===== src/rtl/fifo_apb_sched_pkg.sv =====
// Shared types and constants for the APB FIFO client scheduler.
package fifo_sched_pkg;

  localparam int APB_AW = 4;
  localparam int APB_DW = 32;

  // Default register map of the FIFO peripheral.
  localparam logic [APB_AW-1:0] DEF_ADDR_STATUS = 4'h0;
  localparam logic [APB_AW-1:0] DEF_ADDR_WDATA  = 4'h4;
  localparam logic [APB_AW-1:0] DEF_ADDR_RDATA  = 4'h8;

  // Status register bit positions.
  localparam int STAT_EMPTY = 0;
  localparam int STAT_FULL  = 1;

  typedef enum logic [2:0] {
    IDLE,
    ST_SETUP,
    ST_ACCESS,
    DT_SETUP,
    DT_ACCESS,
    RESP
  } state_e;

  typedef enum logic [1:0] {
    RSP_OK      = 2'd0,
    RSP_FULL    = 2'd1,
    RSP_EMPTY   = 2'd2,
    RSP_TIMEOUT = 2'd3
  } rsp_code_e;

endpackage


===== src/rtl/fifo_apb_sched_if.sv =====
// APB bus between the scheduler (master) and the FIFO peripheral (slave).
interface fifo_apb_sched_if;
  import fifo_sched_pkg::*;

  logic [APB_AW-1:0] PADDR;
  logic [APB_DW-1:0] PWDATA;
  logic              PWRITE;
  logic              PSEL;
  logic              PENABLE;
  logic [APB_DW-1:0] PRDATA;
  logic              PREADY;

  modport master (
    output PADDR, PWDATA, PWRITE, PSEL, PENABLE,
    input  PRDATA, PREADY
  );

  modport slave (
    input  PADDR, PWDATA, PWRITE, PSEL, PENABLE,
    output PRDATA, PREADY
  );
endinterface


===== src/rtl/fifo_apb_sched_rr_arbiter.sv =====
// Combinational round-robin arbiter: the first requester strictly after
// the last grant wins, wrapping around.
module rr_arbiter #(
  parameter int N = 2,
  localparam int IW = (N > 1) ? $clog2(N) : 1
) (
  input  logic [N-1:0]  req,
  input  logic [IW-1:0] last,
  output logic [N-1:0]  grant
);

  // Two passes: indices above the pointer first, then the wrapped range.
  always_comb begin
    logic found;
    // NOTE: every variable gets a default before any branch so no latch is inferred.
    grant = '0;
    found = 1'b0;
    for (int i = 0; i < N; i++) begin
      if (!found && req[i] && (i > int'(last))) begin
        grant[i] = 1'b1;
        found    = 1'b1;
      end
    end
    for (int i = 0; i < N; i++) begin
      if (!found && req[i] && (i <= int'(last))) begin
        grant[i] = 1'b1;
        found    = 1'b1;
      end
    end
  end

endmodule


===== src/rtl/fifo_apb_sched.sv =====
// APB master sharing a FIFO peripheral between N_CLIENTS requesters.
// Each request reads status first and only touches the data register when
// the FIFO can take it; one transaction in flight, round-robin grants.
module fifo_apb_sched
  import fifo_sched_pkg::*;
#(
  parameter int                N_CLIENTS   = 2,
  parameter int                TIMEOUT     = 15,
  parameter logic [APB_AW-1:0] ADDR_STATUS = DEF_ADDR_STATUS,
  parameter logic [APB_AW-1:0] ADDR_WDATA  = DEF_ADDR_WDATA,
  parameter logic [APB_AW-1:0] ADDR_RDATA  = DEF_ADDR_RDATA
) (
  input  logic                   PCLK,
  input  logic                   PRESET,
  fifo_apb_sched_if.master       apb,
  input  logic [N_CLIENTS-1:0]   req_valid,
  input  logic [N_CLIENTS-1:0]   req_write,
  input  logic [N_CLIENTS*8-1:0] req_wdata,
  output logic [N_CLIENTS-1:0]   req_ready,
  output logic [N_CLIENTS-1:0]   rsp_valid,
  output logic [1:0]             rsp_code,
  output logic [7:0]             rsp_rdata
);

  localparam int IW = (N_CLIENTS > 1) ? $clog2(N_CLIENTS) : 1;
  localparam int CW = $clog2(TIMEOUT + 1);
  localparam logic [CW-1:0] WAIT_LAST = CW'(TIMEOUT - 1);
  localparam logic [IW-1:0] PTR_INIT  = IW'(N_CLIENTS - 1);

  state_e               state, state_nx;
  logic [IW-1:0]        rr_ptr, owner, gnt_idx;
  logic [N_CLIENTS-1:0] grant;
  logic                 op_write;
  logic [7:0]           op_wdata;
  logic [CW-1:0]        wait_cnt;
  rsp_code_e            code_q;
  logic [7:0]           rdata_q;
  logic                 in_access, timed_out, blocked;
  logic                 unused_prdata;

  rr_arbiter #(.N(N_CLIENTS)) u_arb (
    .req   (req_valid),
    .last  (rr_ptr),
    .grant (grant)
  );

  assign in_access     = (state == ST_ACCESS) || (state == DT_ACCESS);
  assign timed_out     = in_access && !apb.PREADY && (wait_cnt == WAIT_LAST);
  assign blocked       = op_write ? apb.PRDATA[STAT_FULL] : apb.PRDATA[STAT_EMPTY];
  assign unused_prdata = ^apb.PRDATA[APB_DW-1:8];
  assign rsp_code      = code_q;
  assign rsp_rdata     = rdata_q;

  // One-hot grant to index of the winning client.
  always_comb begin
    gnt_idx = '0;
    for (int i = 0; i < N_CLIENTS; i++) begin
      if (grant[i]) gnt_idx = IW'(i);
    end
  end

  // State register; reset aborts any transaction without a response.
  always_ff @(posedge PCLK) begin
    // NOTE: sequential state uses non-blocking assignment so all flops update together.
    if (!PRESET) state <= IDLE;
    else         state <= state_nx;
  end

  // Next-state logic.
  always_comb begin
    state_nx = state;
    case (state)
      IDLE:      if (|req_valid) state_nx = ST_SETUP;
      ST_SETUP:  state_nx = ST_ACCESS;
      ST_ACCESS: begin
        if (apb.PREADY) state_nx = blocked ? RESP : DT_SETUP;
        else if (timed_out) state_nx = RESP;
      end
      DT_SETUP:  state_nx = DT_ACCESS;
      DT_ACCESS: if (apb.PREADY || timed_out) state_nx = RESP;
      RESP:      state_nx = IDLE;
      default:   state_nx = IDLE;
    endcase
  end

  // Request latch, wait counter, response code/data and rr pointer.
  always_ff @(posedge PCLK) begin
    if (!PRESET) begin
      rr_ptr   <= PTR_INIT;
      owner    <= '0;
      op_write <= 1'b0;
      op_wdata <= '0;
      wait_cnt <= '0;
      code_q   <= RSP_OK;
      rdata_q  <= '0;
    end else begin
      case (state)
        IDLE: begin
          if (|req_valid) begin
            owner    <= gnt_idx;
            op_write <= req_write[gnt_idx];
            op_wdata <= req_wdata[{gnt_idx, 3'b000} +: 8];
          end
        end
        ST_SETUP, DT_SETUP: wait_cnt <= '0;
        ST_ACCESS: begin
          if (apb.PREADY) begin
            if (blocked) code_q <= op_write ? RSP_FULL : RSP_EMPTY;
          end else if (timed_out) begin
            code_q <= RSP_TIMEOUT;
          end else begin
            wait_cnt <= wait_cnt + CW'(1);
          end
        end
        DT_ACCESS: begin
          if (apb.PREADY) begin
            code_q <= RSP_OK;
            if (!op_write) rdata_q <= apb.PRDATA[7:0];
          end else if (timed_out) begin
            code_q <= RSP_TIMEOUT;
          end else begin
            wait_cnt <= wait_cnt + CW'(1);
          end
        end
        RESP:    rr_ptr <= owner;
        default: ;
      endcase
    end
  end

  // Moore outputs: APB drive per state, accept and completion pulses.
  always_comb begin
    apb.PSEL    = 1'b0;
    apb.PENABLE = 1'b0;
    apb.PWRITE  = 1'b0;
    apb.PADDR   = '0;
    apb.PWDATA  = '0;
    req_ready   = '0;
    rsp_valid   = '0;
    case (state)
      // Accept is suppressed while reset is held so no grant is lost.
      IDLE: if (PRESET) req_ready = grant;
      ST_SETUP, ST_ACCESS: begin
        apb.PSEL    = 1'b1;
        apb.PENABLE = (state == ST_ACCESS);
        apb.PADDR   = ADDR_STATUS;
      end
      DT_SETUP, DT_ACCESS: begin
        apb.PSEL    = 1'b1;
        apb.PENABLE = (state == DT_ACCESS);
        apb.PWRITE  = op_write;
        apb.PADDR   = op_write ? ADDR_WDATA : ADDR_RDATA;
        apb.PWDATA  = op_write ? {24'b0, op_wdata} : '0;
      end
      RESP:    rsp_valid[owner] = 1'b1;
      default: ;
    endcase
  end

endmodule


===== src/flat_wrapper.sv =====
// flat-port wrapper written by rule: the top's interface ports become plain ports
module fifo_apb_sched_flat import fifo_sched_pkg::*;
#(
  parameter int                N_CLIENTS   = 2,
  parameter int                TIMEOUT     = 15,
  parameter logic [APB_AW-1:0] ADDR_STATUS = DEF_ADDR_STATUS,
  parameter logic [APB_AW-1:0] ADDR_WDATA  = DEF_ADDR_WDATA,
  parameter logic [APB_AW-1:0] ADDR_RDATA  = DEF_ADDR_RDATA
)
  (PCLK, PRESET, req_valid, req_write, req_wdata, req_ready, rsp_valid, rsp_code, rsp_rdata, apb_PADDR, apb_PWDATA, apb_PWRITE, apb_PSEL, apb_PENABLE, apb_PRDATA, apb_PREADY);
  fifo_apb_sched_if apb_i ();
  input  logic PCLK;
  input  logic PRESET;
  input  logic [N_CLIENTS-1:0] req_valid;
  input  logic [N_CLIENTS-1:0] req_write;
  input  logic [N_CLIENTS*8-1:0] req_wdata;
  output logic [N_CLIENTS-1:0] req_ready;
  output logic [N_CLIENTS-1:0] rsp_valid;
  output logic [1:0] rsp_code;
  output logic [7:0] rsp_rdata;
  output wire logic [$bits(apb_i.PADDR)-1:0] apb_PADDR;
  output wire logic [$bits(apb_i.PWDATA)-1:0] apb_PWDATA;
  output wire logic [$bits(apb_i.PWRITE)-1:0] apb_PWRITE;
  output wire logic [$bits(apb_i.PSEL)-1:0] apb_PSEL;
  output wire logic [$bits(apb_i.PENABLE)-1:0] apb_PENABLE;
  input wire logic [$bits(apb_i.PRDATA)-1:0] apb_PRDATA;
  input wire logic [$bits(apb_i.PREADY)-1:0] apb_PREADY;
  assign apb_PADDR = apb_i.PADDR;
  assign apb_PWDATA = apb_i.PWDATA;
  assign apb_PWRITE = apb_i.PWRITE;
  assign apb_PSEL = apb_i.PSEL;
  assign apb_PENABLE = apb_i.PENABLE;
  assign apb_i.PRDATA = apb_PRDATA;
  assign apb_i.PREADY = apb_PREADY;
  fifo_apb_sched #(.N_CLIENTS(N_CLIENTS), .TIMEOUT(TIMEOUT), .ADDR_STATUS(ADDR_STATUS), .ADDR_WDATA(ADDR_WDATA), .ADDR_RDATA(ADDR_RDATA)) u_core (.PCLK(PCLK), .PRESET(PRESET), .apb(apb_i), .req_valid(req_valid), .req_write(req_write), .req_wdata(req_wdata), .req_ready(req_ready), .rsp_valid(rsp_valid), .rsp_code(rsp_code), .rsp_rdata(rsp_rdata));
endmodule

===== config.mk =====
export PLATFORM = sky130hd
export DESIGN_NAME = fifo_apb_sched_flat
export DESIGN_NICKNAME = d
export VERILOG_FILES = /design/src/rtl/fifo_apb_sched_pkg.sv /design/src/rtl/fifo_apb_sched_if.sv /design/src/rtl/fifo_apb_sched_rr_arbiter.sv /design/src/rtl/fifo_apb_sched.sv /design/src/flat_wrapper.sv
export SDC_FILE = /design/constraint.sdc
export NUM_CORES = 1
export LEC_CHECK = 0
export BUFFER_PORTS_ARGS = -buffer_cell sky130_fd_sc_hd__buf_2
export CORE_MARGIN = 2
export CORE_UTILIZATION = 45
export DETAILED_ROUTE_END_ITERATION = 6
export PLACE_DENSITY = 0.85
export SLEW_MARGIN = 25
export SYNTH_ARGS = -nofsm -noshare
export SYNTH_HDL_FRONTEND = slang
export SYNTH_SLANG_ARGS = --single-unit

===== constraint.sdc =====
create_clock -name PCLK -period 3.9 [get_ports PCLK]
set_clock_uncertainty 0.2 [all_clocks]
set_input_delay 0.78 -clock PCLK [delete_from_list [all_inputs] [get_ports PCLK]]
set_output_delay 0.78 -clock PCLK [all_outputs]
set_load 0.05 [all_outputs]

# Word level (Yosys, flattened, before mapping)

Index checks and enable logic that the tools add are counted.

Bits in registers: 28
Bits of input ports: 55
Output and inout bits: 53
Logic and storage cells: 89

$add $sub $neg: 1
$lt $le $gt $ge: 5
Eq/ne operators: 12
Shifts and indexed selects: 1
Muxes and demuxes: 35
Bitwise operators: 1
Reductions and logical operators: 26

Operators by type and width:

| cell                                                                          | number |
|---|---|
| 32-bit two-way mux                                                            | 1 |
| 2-bit two-way mux                                                             | 8 |
| 4-bit two-way mux                                                             | 4 |
| 16-bit by 5-bit variable part select with 8-bit output                        | 1 |
| 3-bit two-way mux                                                             | 5 |
| 3-bit one-hot mux with 5 select lines                                         | 1 |
| 1-bit two-way mux                                                             | 11 |
| 2-bit OR reduction                                                            | 5 |
| 3-bit AND reduction                                                           | 3 |
| 8-bit two-way mux                                                             | 1 |
| 4-bit one-hot mux with 2 select lines                                         | 1 |
| 1-bit logical AND                                                             | 7 |
| 3-bit by 2-bit == test with 1-bit output (second input constant)              | 2 |
| 3-bit == test (second input constant)                                         | 2 |
| 2-bit inequality test (second input constant)                                 | 3 |
| 3-bit by 2-bit inequality test with 1-bit output (second input constant)      | 2 |
| 4-bit by 1-bit adder with 4-bit output (second input constant)                | 1 |
| 4-bit == test (second input constant)                                         | 1 |
| 1-bit by 2-bit less-than comparator with 1-bit output (second input constant) | 2 |
| 2-bit one-hot mux with 2 select lines                                         | 1 |
| 2-bit AND reduction                                                           | 2 |
| 2-bit nonzero test                                                            | 2 |
| 4-bit OR reduction                                                            | 1 |
| 3-bit by 1-bit == test with 1-bit output (second input constant)              | 1 |
| other kinds (10)                                                              | 13 |

# Logic depth before layout (Yosys ltp)

Word-level depth: 13
Depth in mapped cells: 7
Depth with buffers taken out: 6

# Cells and area by module

Synthesis repeated with hierarchy kept, for this count alone.

Cells, all modules: 206
Area total of the unflattened synthesis: 1,823.0 um2

Modules (own cells, without submodules):

| module         | times used | cells each | area each (um2) | seq. area each (um2) |
|---|---|---|---|---|
| fifo_apb_sched | 1          | 203        | 1,804.2         | 560.5 |
| rr_arbiter     | 1          | 3          | 18.8            | 0.0 |

# Worst setup path before layout

No wires, ideal clock.

Kind: register to output
Start: register u_core.state[2]
End: output port apb_PWDATA[0]
Arrival: 2,106 ps
Required time: 2,920 ps
Path slack: 814 ps
Cell stages (with the launch flop): 7
Buffers on the path: 2
Cell sequence: dfxtp_1 -> buf_2 -> nor3b_1 -> a21oi_1 -> nor2b_1 -> clkbuf_1 -> and2_1

Longest elaborated chain between the ends: 3
Elaborated cells on any way between the ends: 4
Those cells by class: eq/ne: 2; mux: 1; reduce/logical: 1

RTL lines:

| what                                                                      | line                  | text |
|---|---|---|
| start: declaration                                                        | fifo_apb_sched.sv:30  | `state_e state, state_nx;` |
| start signal: assignment                                                  | fifo_apb_sched.sv:66  | `else state <= state_nx;` |
| 3-bit by 2-bit == test with 1-bit output or 3-bit == test (tied branches) | fifo_apb_sched.sv:140 | `case (state)` |
| 2-bit OR reduction (*)                                                    | --                    |  |
| 32-bit two-way mux (*)                                                    | fifo_apb_sched.sv:140 |  |
| end: declaration                                                          | flat_wrapper.sv:22    | `output wire logic [$bits(apb_i.PWDATA)-1:0] apb_PWDATA;` |

Mark *: on every way between the ends. The rest lies on a longest branch, timed or not.

# Worst setup path in the final report

Start: register u_core.state[2]
End: output port apb_PWDATA[7]

Same word-level chain as after synthesis.

==> summary.txt <==
Clock tree
  • Post-cts resize count: 0
  • Clock input transition at the sequential cells of the worst setup and hold paths: between 100 and 150 ps
  • Bufs on Longest Clock Path: 2
  • Inserted Clock Buffers: 3
  • Post-CTS Setup Bufs: 0
  • Clock insertion delay at the later pin of the skew report: 320 ps
  • Clock sink count: 28
  • Count of hold-fix buffers inserted at cts: 0
  • CTS tree: yes
  • Cell chosen for the clock root: sky130_fd_sc_hd__clkbuf_4
  • Count of H-tree levels built during CTS: 1

Cells and area
  • Final core utilization: 0.5418
  • Share of post-route cells with drive strength above 1: 0.2881
  • Antenna diodes: 0
  • Number of filler instances in the final layout: 357
  • Design area: approximately 1900 sq um
  • Synth-to-layout area growth: 13.07%
  • Layout Nets: roughly 300

Timing
  • Final-layout worst hold slack: about 310 ps
  • Unrepaired setup endpoints after global routing: false
  • Normalized max-slew margin: 0.5320
  • Highest attainable clock frequency: 303.4 MHz
  • Number of setup violations in the final report: 0
  • Post-route fraction of the period consumed by the critical path: 0.8452
  • Shortest period the worst path allows: 3296 ps
  • Pin slew with the least headroom to its limit: 701.2 ps
  • Slew Viols, Final: 0
  • Number of failing hold endpoints at the final stage: 0
  • Final setup TNS: 0 ps

Drt
  • Routed wire per std cell: 11.41 um
  • Number of DRC markers after the initial detailed-route iteration: 9
  • Detailed-route DRC error count: 0
  • Number of vias per cell after detailed routing: about 4.8
  • Routed WL: about 3200 um
  • Length of the first detailed-routing pass in iterations: 3
  • DR vias: 1364
  • Post-DRT Antenna Nets: 0

Global routing
  • Met1 usage in global routing: 0.1946
  • Most used routing layer: met2
  • Fraction of met2 tracks used by global routing: 0.2904
  • All-Layer GR Usage: 0.1628
  • GRT met3 Usage: 0.02993
  • Total global routing overflow: 0
  • First-pass GRT wire length: 5451 um
  • Largest net degree at the start of global routing: 24
  • Via count of the first global-routing pass: 1258
  • Number of antenna violations at the first check in global routing: 0

Worst setup path
  • Worst setup path category: flop to primary output
  • Type of destination of the critical path: primary output
  • CP max FO: 12
  • Worst setup path startpoint: u_core.state[2]
  • Startpoint kind of the worst setup timing path: flop
  • Crit path to: apb_PWDATA[7]
  • Register-to-Register Setup Slack: between 1500 and 2000 ps
  • Delay of the slowest cell on the worst path: 600 ps
  • List of cells traversed by the critical path: nor3b_1 -> a21oi_1 -> nor2b_1 -> and2_1 -> buf_2
  • Endpoint of the worst register-to-register path: u_core.wait_cnt[1]
  • Data required time at the worst endpoint: 2920 ps
  • Worst r2r path cells: 4
  • Critical-path top delay cell: sky130_fd_sc_hd__dfxtp_1
  • FF-to-FF Start: u_core.state[1]
  • Crit path DAT: 2320 ps

Synth
  • Sequential-to-total area share from yosys stat: 0.3425
  • Post-Synthesis Cell Area: 1637 sq um
  • Cell count after synthesis: around 190
  • Average cell area after synthesis: about 8.8 sq um
  • Number of distinct library cells after synthesis: 36
  • Yosys Warn Count: 0
  • Library cell with the largest summed area after synthesis: sky130_fd_sc_hd__dfxtp_1
  • Top area cells in the synthesized netlist: sky130_fd_sc_hd__dfxtp_1, sky130_fd_sc_hd__buf_4, sky130_fd_sc_hd__mux2i_1
  • Number of register bits inferred by synthesis: 28
  • Share of Yosys cell area claimed by the top area cell type: 0.3425

Power
  • Static leakage: 0.8908 nW
  • Cell Pwr Density: approximately 370 nW/um^2
  • Maximum vdd drop: approximately 250 uV

Place
  • Placer's final routability congestion estimate: about 0.82
  • Post-DP HPWL: approximately 2500 um
  • Placed standard-cell area: 1828 sq um
  • Number of buffers added on ports: 57

Floorplan
  • Starting Density: 0.4791
  • Area enclosed by the die boundary: slightly above 4000 sq um
  • Core area: 3416 sq um
  • Die X-Extent: 64.31 um
  • IO Count: 108
  • Height of the die: between 60 and 70 um
  • Number of standard-cell rows in the floorplan: 21

Run
  • Max-cap check violation count: 0

Hold path
  • Tightest Hold Check Type: flop to flop
  • Hold Crit Start: u_core.op_wdata[2]

Outcome
  • Outcome: finished, final reports clean
## through the flow
step / power (mW) / setup WS (ps) / instances
floorplan: 0.5498 / 813.9 / 212
global placement: 0.5646 / 1029 / 279
detailed placement: 0.5692 / 990.1 / 279
CTS: 0.6837 / 597.6 / 282
global route: 0.7183 / 405.4 / 282
finish: 0.6792 / 603.6 / 282
## kinds of logic after synthesis
kind of cell	Yosys count	synth area share
XOR/XNOR	1	0.005353
flip-flops	28	0.3425
other	1	0.002291
multiplexers	23	0.1430
adder cells (fa/ha/maj)	2	0.01529
AND/OR/NAND/NOR	64	0.2064
AO/OA/AOI/OAI	27	0.1193
buffers and inverters	41	0.1659
## worst max-delay path, delay by kind of cell, from the launching register on
family	cells	cell delay [ps]
buf+inv	1	260
compound gates	1	110
simple gates	3	1040
flops	1	600
## sequential cells by signal, summed over array words and instances (netlist names)
name,count
u_core.state,3
u_core.op_write,1
u_core.op_wdata,8
u_core.rsp_code,2
u_core.rr_ptr,1
u_core.owner,1
u_core.rsp_rdata,8
u_core.wait_cnt,4
## cell type report
cell class	instances	area, sq um	share of cell area
Clock buffer	3	22.52	0.01217
Inverter	3	11.26	0.006085
Multi-Input combinational cell	143	898.4	0.4855
Sequential cell	28	560.5	0.3029
Tap cell	46	57.56	0.03110
Timing Repair Buffer	59	300.3	0.1623
## routing by layer
| metal | vias to the layer above | routed length, um |
|---|---|---|
| met5 | - | 0 |
| met4 | 0 | 42 |
| met3 | 4 | 178 |
| met2 | 40 | 1617 |
| met1 | 628 | 1380 |
| li1 | 692 | - |
## how the worst min path moves through the flow
stage / end / slack, ps / depth (start not counted)
2_1_floorplan: u_core.rr_ptr / 260 / 1
3_3_place_gp: u_core.rsp_rdata[3] / 270 / 2
3_5_place_dp: u_core.rsp_rdata[2] / 280 / 2
4_1_cts: u_core.op_wdata[2] / 310 / 2
5_1_grt: u_core.op_wdata[3] / 330 / 2
6_report: u_core.op_wdata[2] / 310 / 2
## report_power, final
| part | total, mW | switching (mW) | leakage, nW | internal, mW |
|---|---|---|---|---|
| clock | 0.116 | 0.0800 | 0.0138 | 0.0362 |
| combinational | 0.228 | 0.165 | 0.648 | 0.0636 |
| sequential | 0.335 | 0.0248 | 0.229 | 0.310 |
| total | 0.679 | 0.270 | 0.891 | 0.410 |
## layout by cell type (no fill, tap or decap), types with 2 or more instances in the layout
cell type                  Yosys  final
sky130_fd_sc_hd__a211oi_1      9      9
sky130_fd_sc_hd__a21oi_1       4      4
sky130_fd_sc_hd__and2_1        8      8
sky130_fd_sc_hd__and3_1        3      3
sky130_fd_sc_hd__buf_2         4     57
sky130_fd_sc_hd__buf_4        30      2
sky130_fd_sc_hd__clkbuf_4      0      3
sky130_fd_sc_hd__conb_1        1     26
sky130_fd_sc_hd__dfxtp_1      28     28
sky130_fd_sc_hd__ha_1          2      2
sky130_fd_sc_hd__inv_1         3      3
sky130_fd_sc_hd__mux2_2        3      3
sky130_fd_sc_hd__mux2i_1      20     20
sky130_fd_sc_hd__nand2_1       4      4
sky130_fd_sc_hd__nand2b_1      3      3
sky130_fd_sc_hd__nand3_1       3      3
sky130_fd_sc_hd__nor2_1       30     30
sky130_fd_sc_hd__nor2b_1       4      4
sky130_fd_sc_hd__nor3b_1       3      3
sky130_fd_sc_hd__o211ai_1      2      2
sky130_fd_sc_hd__o21a_1        3      3
sky130_fd_sc_hd__o21ai_0       2      2
## cells in the mapped netlist (all sizes together)
cell	n
a41oi	1
o21ai	2
a2111oi	1
a21oi	4
nor4b	1
mux2	3
o21a	3
nor2	30
inv	3
o31ai	1
nand3	3
nand2	4
ha	2
and3	3
a31oi	1
xnor2	1
clkbuf	4
and2	8
o211ai	2
mux2i	20
and3b	1
nand2b	3
nor4	1
o2111a	1
conb	1
nor3	2
nor2b	4
a211oi	9
dfxtp	28
nor3b	3
buf	34
a31o	1
nand4	1
a211o	1
Note: power is estimated with default switching activity, not from simulation.
